[src/rtl/if_prefetch_pkg.sv]
// Shared constants for the instruction-fetch front end.
// Mirrors the openmips defines that the fetch path relies on, plus the
// default prefetch queue depth.
package if_prefetch_pkg;

  localparam logic RstEnable   = 1'b1;
  localparam logic ChipEnable  = 1'b1;
  localparam logic ChipDisable = 1'b0;

  localparam logic [31:0] ZeroWord = 32'h0000_0000;

  // Widths of the instruction address and instruction buses.
  localparam int unsigned InstAddrBus = 32;
  localparam int unsigned InstBus     = 32;

  // Default number of prefetch queue entries (power of two, >= 2).
  localparam int unsigned IfQueueDepth = 4;

endpackage

[src/rtl/if_fetch_fifo.sv]
// Prefetch queue: Depth x Width synchronous FIFO with push, pop and flush.
// The occupancy count is kept explicitly; full/empty are derived from it by the
// user, not from pointer comparison. The head entry is always driven on rdata_o.
//
// Ports:
//   clk      in  clock, rising edge
//   rst      in  synchronous active-high reset (empties the queue)
//   push_i   in  write wdata_i at the write pointer
//   pop_i    in  advance the read pointer (caller guarantees non-empty)
//   flush_i  in  empty the queue; overrides push/pop
//   wdata_i  in  entry to write
//   rdata_o  out entry at the read pointer
//   level_o  out current occupancy, 0..Depth
module if_fetch_fifo
  import if_prefetch_pkg::*;
#(
  parameter int unsigned Depth = IfQueueDepth,
  parameter int unsigned Width = 64
) (
  input  logic                       clk,
  input  logic                       rst,
  input  logic                       push_i,
  input  logic                       pop_i,
  input  logic                       flush_i,
  input  logic [Width-1:0]           wdata_i,
  output logic [Width-1:0]           rdata_o,
  output logic [$clog2(Depth+1)-1:0] level_o
);

  localparam int unsigned PtrW = $clog2(Depth);
  localparam int unsigned LvlW = $clog2(Depth+1);

  logic [Width-1:0] mem_q [Depth];
  logic [PtrW-1:0]  wptr_q, wptr_d;
  logic [PtrW-1:0]  rptr_q, rptr_d;
  logic [LvlW-1:0]  level_q, level_d;
  logic             wr_en;

  always_comb begin
    wptr_d  = wptr_q;
    rptr_d  = rptr_q;
    level_d = level_q;
    wr_en   = 1'b0;
    if (flush_i) begin
      wptr_d  = '0;
      rptr_d  = '0;
      level_d = '0;
    end else begin
      // Pointers are log2(Depth) bits, so Depth being a power of two makes
      // the increment wrap on its own.
      if (push_i) begin
        wr_en  = 1'b1;
        wptr_d = wptr_q + PtrW'(1);
      end
      if (pop_i) begin
        rptr_d = rptr_q + PtrW'(1);
      end
      case ({push_i, pop_i})
        2'b10:   level_d = level_q + LvlW'(1);
        2'b01:   level_d = level_q - LvlW'(1);
        default: level_d = level_q;
      endcase
    end
  end

  always_ff @(posedge clk) begin
    if (rst == RstEnable) begin
      wptr_q  <= '0;
      rptr_q  <= '0;
      level_q <= '0;
    end else begin
      wptr_q  <= wptr_d;
      rptr_q  <= rptr_d;
      level_q <= level_d;
    end
  end

  // Storage has no reset; an entry is only observed after it has been written.
  always_ff @(posedge clk) begin
    if (wr_en && (rst != RstEnable)) begin
      mem_q[wptr_q] <= wdata_i;
    end
  end

  assign rdata_o = mem_q[rptr_q];
  assign level_o = level_q;

endmodule

[src/rtl/if_prefetch.sv]
// Instruction-fetch front end: sequential PC, combinational ROM access and a
// prefetch queue feeding decode with a valid/stall handshake. A branch
// redirect flushes the queue and restarts fetch at the target.
//
// Ports:
//   clk              in  clock, rising edge
//   rst              in  synchronous active-high reset
//   rom_data_i       in  ROM instruction for rom_addr_o (same cycle)
//   rom_addr_o       out fetch address (internal PC)
//   rom_ce_o         out ROM enable; high only when a fetch enters the queue
//   stall_i          in  decode cannot take the head this cycle
//   branch_flag_i    in  redirect request (highest priority)
//   branch_target_i  in  redirect address, used unmodified
//   id_pc_o          out PC of queue head (0 when empty)
//   id_inst_o        out instruction at queue head (0 when empty)
//   id_valid_o       out queue head valid
//   level_o          out queue occupancy
module if_prefetch
  import if_prefetch_pkg::*;
#(
  parameter int unsigned       ADDR_W   = InstAddrBus,
  parameter int unsigned       INST_W   = InstBus,
  parameter int unsigned       DEPTH    = IfQueueDepth,
  parameter int unsigned       PC_STEP  = 4,
  parameter logic [ADDR_W-1:0] RESET_PC = '0
) (
  input  logic                       clk,
  input  logic                       rst,
  input  logic [INST_W-1:0]          rom_data_i,
  output logic [ADDR_W-1:0]          rom_addr_o,
  output logic                       rom_ce_o,
  input  logic                       stall_i,
  input  logic                       branch_flag_i,
  input  logic [ADDR_W-1:0]          branch_target_i,
  output logic [ADDR_W-1:0]          id_pc_o,
  output logic [INST_W-1:0]          id_inst_o,
  output logic                       id_valid_o,
  output logic [$clog2(DEPTH+1)-1:0] level_o
);

  localparam int unsigned LvlW   = $clog2(DEPTH+1);
  localparam int unsigned EntryW = ADDR_W + INST_W;

  logic [ADDR_W-1:0] pc_q, pc_d;
  logic              run_q;
  logic              rst_on;
  logic              push, pop, flush;
  logic [LvlW-1:0]   fifo_level;
  logic [EntryW-1:0] head;

  if_fetch_fifo #(
    .Depth (DEPTH),
    .Width (EntryW)
  ) u_fifo (
    .clk     (clk),
    .rst     (rst),
    .push_i  (push),
    .pop_i   (pop),
    .flush_i (flush),
    .wdata_i ({pc_q, rom_data_i}),
    .rdata_o (head),
    .level_o (fifo_level)
  );

  always_comb begin
    rst_on     = (rst == RstEnable);
    // Outputs read as reset values for the whole time rst is high, including
    // the cycle it is raised mid-operation.
    id_valid_o = !rst_on && (fifo_level != '0);
    pop        = id_valid_o && !stall_i && !branch_flag_i;
    // A full queue only takes a new entry when the head leaves in the same cycle.
    push       = !rst_on && run_q && !branch_flag_i &&
                 ((fifo_level < LvlW'(DEPTH)) || (id_valid_o && !stall_i));
    flush      = branch_flag_i;

    pc_d = pc_q;
    if (branch_flag_i) begin
      pc_d = branch_target_i;
    end else if (push) begin
      pc_d = pc_q + ADDR_W'(PC_STEP);
    end

    rom_ce_o   = push ? ChipEnable : ChipDisable;
    rom_addr_o = rst_on ? RESET_PC : pc_q;
    level_o    = rst_on ? '0 : fifo_level;
    id_pc_o    = id_valid_o ? head[EntryW-1:INST_W] : '0;
    id_inst_o  = id_valid_o ? head[INST_W-1:0] : '0;
  end

  // run_q delays the first fetch to the cycle after reset is released.
  always_ff @(posedge clk) begin
    if (rst == RstEnable) begin
      pc_q  <= RESET_PC;
      run_q <= 1'b0;
    end else begin
      pc_q  <= pc_d;
      run_q <= 1'b1;
    end
  end

endmodule
[config.mk]
export PLATFORM = sky130hd
export DESIGN_NAME = if_prefetch
export DESIGN_NICKNAME = d
export VERILOG_FILES = /design/src/rtl/if_prefetch_pkg.sv /design/src/rtl/if_fetch_fifo.sv /design/src/rtl/if_prefetch.sv
export SDC_FILE = /design/constraint.sdc
export NUM_CORES = 1
export LEC_CHECK = 0
export BUFFER_PORTS_ARGS = -buffer_cell sky130_fd_sc_hd__buf_2
export CAP_MARGIN = 15
export CORE_MARGIN = 2
export CORE_UTILIZATION = 52
export CTS_CLUSTER_DIAMETER = 100
export CTS_CLUSTER_SIZE = 24
export DETAILED_ROUTE_END_ITERATION = 12
export PLACE_DENSITY = 0.7
export SLEW_MARGIN = 20
export SYNTH_ARGS = -nofsm -noshare
export SYNTH_HDL_FRONTEND = slang
export SYNTH_SLANG_ARGS = --single-unit
[constraint.sdc]
create_clock -name clk -period 3.35 [get_ports clk]
set_input_delay 0.1675 -clock clk [delete_from_list [all_inputs] [get_ports clk]]
set_output_delay 0.1675 -clock clk [all_outputs]
set_load 0.01 [all_outputs]
; After elaboration in Yosys (flattened, before gate mapping)
; Memory sizes are Yosys's and may differ from the RTL's. A register that Yosys moved wholly into a read port is not among the register bits.
; Index checks and enable logic that the tools add are counted.
[word_totals]
output_inout_bits = 101
ram_bits = 256
elab_cells = 44
mem_count = 1
in_bits = 68
reg_bits = 40
[classes]
n_bitwise = 1
n_lt_le_gt_ge = 1
n_eq_ne = 2
addsub = 5
n_reduce_logical = 15
muxes = 14
[mem_list]
columns = memory, depth, word_bits, read_ports, rd_ports_with_merged_regs, wr, line_no
row1 = u_fifo.mem_q, 4, 64, 1, 1, 1, if_fetch_fifo.sv:33  ; logic [Width-1:0] mem_q [Depth];
[ops]
columns = cell, count
row1 = 32-bit 2-to-1 mux, 5
row2 = "32-bit by 3-bit adder with 32-bit output, second input constant", 1
row3 = 1-bit logical AND, 7
row4 = 3-bit one-hot mux with 2 select lines, 1
row5 = 1-bit 2-to-1 mux, 5
row6 = "2-bit by 1-bit adder with 2-bit output, second input constant", 2
row7 = 2-bit 2-to-1 mux, 2
row8 = 2-bit nonzero test, 2
row9 = "3-bit by 1-bit adder with 3-bit output, second input constant", 1
row10 = 1-bit logical NOT, 3
row11 = "3-bit < comparator, second input constant", 1
row12 = 3-bit 2-to-1 mux, 1
row13 = 3-bit nonzero test, 1
row14 = "3-bit by 1-bit subtractor with 3-bit output, second input constant", 1
row15 = "2-bit by 1-bit equality test with 1-bit output, second input constant", 1
row16 = "2-bit equality test, second input constant", 1
row17 = 2-bit OR reduction, 1
row18 = 1-bit logical OR, 1
row19 = 1-bit NOT, 1

; Longest topological paths before layout
[depth]
word_depth = 10
ltp_mapped = 10
mapped_depth_nobuf = 9

; Hierarchy
; From an unflattened synthesis, not the netlist that was laid out.
[hier_totals]
hier_cells = 752
hier_area_um2 = 12446.9
[modules_own_cells]
columns = module, instances, area_per_inst_um2, seq_area_each_um2, cells_per_inst
row1 = if_fetch_fifo, 1, 9733.1, 7867.5, 377
row2 = if_prefetch, 1, 2713.9, 660.6, 375

; Least setup slack after synthesis
; Ideal clock, no wire load.
[synth_timing]
kind = register -> register
start = reg run_q
end = mem u_fifo.mem_q[0][0] (enable)
path_stages_with_launch = 3
path_buffers = 0
arrival_ns = 2.419
required_time_ns = 2.921
setup_time_ns = 0.429
slack_ns = 0.502
period_less_slack_ns = 2.848
path_cell_list = dfxtp_1 > a21boi_1 > and3_1
[synth_via]
elab_chain_cells = 8
[synth_rtl]
columns = item, line_no
row1 = start: declaration, if_prefetch.sv:45  ; logic run_q;
row2 = start signal: assignment, if_prefetch.sv:94  ; run_q <= 1'b0;
row3 = start signal: assignment, if_prefetch.sv:97  ; run_q <= 1'b1;
row4 = 1-bit logical AND (3 in series), if_prefetch.sv:72  ; push = !rst_on && run_q && !branch_flag_i &&
row5 = 1-bit 2-to-1 mux, if_fetch_fifo.sv:51  ; if (push_i) begin
row6 = 1-bit 2-to-1 mux, if_fetch_fifo.sv:44  ; if (flush_i) begin
row7 = 1-bit logical AND, if_fetch_fifo.sv:80  ; if (wr_en && (rst != RstEnable)) begin
row8 = 1-bit 2-to-1 mux, if_fetch_fifo.sv:80
row9 = 1-bit 2-to-1 mux (not written as such), if_fetch_fifo.sv:81  ; mem_q[wptr_q] <= wdata_i;
row10 = end: declaration, if_fetch_fifo.sv:33
; Every way passes these cells.

==> impl_results.md <==
- DRC: 0
- EDFF count, synth: 256
- Min-Delay Path Class: in -> reg
- Share of layout cells above drive strength 1: 29.3%
- Wire length per cell: 19.4 um
- Core Box Area: 22800 um2
- RSZ-0062 raised after global routing: false
- DPL Wire Length: 14.9 mm
- Filler cell count: 1661
- CTS Buffer Depth: 3
- Clock latency on the worst-skew pair: 0.49 ns
- Finished Layout Cells: 1266
- Fmax: 402 MHz
- Worst slack at placement: 1.02 ns
- Worst EP required: 3.18 ns
- Ys Warns: 0
- R2R Setup Slk: 0.97 ns
- Dpl cell area: 13400 um2
- Drt total wl: 24.5 mm
- Buffer count from post-CTS setup fixing: 0
- Clock sinks: 298
- TritonCTS Buffers: 16
- Final core utilization: 63.7%
- Antenna Cells: 0
- I/O pin cnt: 169
- Worst Setup End Kind: output pin
- Via Count: 6933
- Max Slew Vio Count: 0
- Die Y: 157 um
- Hold Path Depth: 3
- CP cell instances: buf_4 -> mux4_2 -> nor2b_1 -> buf_2
- Post-route ant nets: 0
- Hold Crit Start: branch_target_i[19]
- Clk root buf: clkbuf_16
- Cell Rows: 55
- RR Endpoint: u_fifo.level_o[2]
- Initial DRC Count: 542
- Distinct cells, synth: 43
- Crit start category: flop
- Top Family by Delay on Critical Path: buffers and inverters
- Die Area: 24600 um2
- Power Density: 454 nW/um2
- Number of vias per cell: 5.48
- Gr usage total: 20.0%
- Port bufs: 168
- Slew @ Worst Pin: 0.945 ns
- Starting Density: 53.4%
- First-pass GRT wire length: 37.4 mm
- Async SR Flop Fraction: 0%
- Post-route cell area: 14500 um2
- H-tree levels: 1
- Die width: 157 um
- Hold Slack: 0.0182 ns
- Endpoints failing setup: 0
- Mapped Avg Cell Area: 16.8 um2
- Setup slack after layout: 0.863 ns
- Crit path buf inv count: 2
- Worst Hold Path EP: pc_q[19]
- Synth Instances: 723
- Clk_skew: 0.0258 ns
- Period utilization: 74.2%
- Slowest CP cell: mux4_2
- Gates resized, CTS repair: 0
- Sequential area share after synthesis: 70.2%
- CP Class: reg -> out
- Cell area after synthesis: 12200 um2
- Worst path arrival time: 2.32 ns
- Hold Vio Cnt, Final: 0
- GPL Wtd Cong: 0.908
- Vias in the first global route: 6813
- Tmin final: 2.49 ns
- DR pass1 iterations: 4
- Final nets: 1018
- Crit Path Max Fanout: 17
- Area Overhead vs Synth: 19.3%
- Net Count, Synth: 798
- VDD IR max: 0.271 mV
- Worst r2r path cells: 8
- Setup TNS Final: 0 ns
- Largest net degree at the start of global routing: 67
- Worst r2r src: run_q
- Total power: 6.58 mW
- Largest stage delay on the critical path: 0.54 ns
- Register bit total from synthesis: 298
- Post-synth top flop: edfxtp_1
- Leak: 4.93 nW
- Clk slew on worst S/H paths: 0.09 ns
- Slew HR: 37.0%
- CTS tree: built
- Global route total overflow: 0
- Status: finished clean
- Placed insts: 1176
- Hold buffer count at cts: 62
- MaxCap Viol Count: 0
- Initial antenna violation count: 0
power by group:
group | leakage, nW | total [mW] | switching, mW | internal (mW)
combinational | 2.04 | 0.340 | 0.167 | 0.173
sequential | 2.66 | 4.17 | 0.0798 | 4.09
clock | 0.229 | 2.07 | 1.10 | 0.967
total | 4.93 | 6.58 | 1.35 | 5.23
cell usage after synthesis, types with 7 or more instances:
master,instances,area share [%]
buf_2,7,0.29
a211oi_1,16,0.99
nand4_1,15,0.77
xor2_1,9,0.65
or3_1,7,0.36
nand3_1,10,0.41
nor2b_1,95,4.9
a21oi_1,13,0.54
nor3_1,10,0.41
mux4_2,64,12
edfxtp_1,256,63
o21ai_0,12,0.49
dfxtp_1,42,6.9
xnor2_1,17,1.2
nor2_1,39,1.2
nand2_1,20,0.62
clkbuf_1,25,0.77
inv_1,12,0.37
tightest hold or removal path, cell delays in order:
cell and delay [ns]:
buf_2 0.10, nor2_1 0.13, a211oi_1 0.07
area by class of cell:
type	count	area [um2]	area share, %
Sequential cell	298	8540	58.9
Clock inverter	1	16.3	0.112
Clock buffer	27	463	3.19
Multi-Input combinational cell	374	3440	23.8
Inverter	13	48.8	0.337
Timing Repair Buffer	240	1600	11.0
Tap cell	313	392	2.70
how the worst max path moves through the flow:
stage,from,to,cells after the start
after floorplan,run_q,u_fifo.mem_q[0][0],2
after global placement,u_fifo.level_o[2],u_fifo.level_o[2],9
after detailed placement,run_q,u_fifo.level_o[2],8
after CTS,flop,id_pc_o[7],4
after global routing,flop,id_pc_o[10],4
final,flop,id_pc_o[7],4
cell usage in the layout, fill, tap and decap left out, types with 13 or more instances in the layout:
cell             n
dlygate4sd3_1   62
nor2_1          39
mux4_2          64
nand2_1         20
buf_2          168
dfxtp_1         40
xnor2_1         17
edfxtp_1       256
clkbuf_16       17
nor2b_1         95
a211oi_1        16
a21oi_1         13
nand4_1         15
state kept, by name (all words and copies together) (netlist names), named ones only:
signal / flops
u_fifo.rptr_q: 2
u_fifo.wptr_q: 2
u_fifo.level_o: 3
u_fifo.mem_q: 256
run_q: 1
pc_q: 32
logic make-up after synthesis:
group,synth area share (%)
muxes,12.1
DFF,70.2
AOI/OAI and AO/OA,2.80
buffers and inverters,1.71
xor gates and xnor gates,1.87
adders and majority gates,0.782
and+or+nand+nor,10.6
routing by layer:
layer / global-route usage (%) / vias to the layer above / part of all wire, %
li1: - / 3228 / -
met1: 27.9 / 3461 / 44
met2: 33.9 / 223 / 50
met3: 2.92 / 21 / 5.6
met4: 4.02 / 0 / 1.2
met5: 0 / - / 0
No activity file was read; power rests on OpenSTA's default activity.
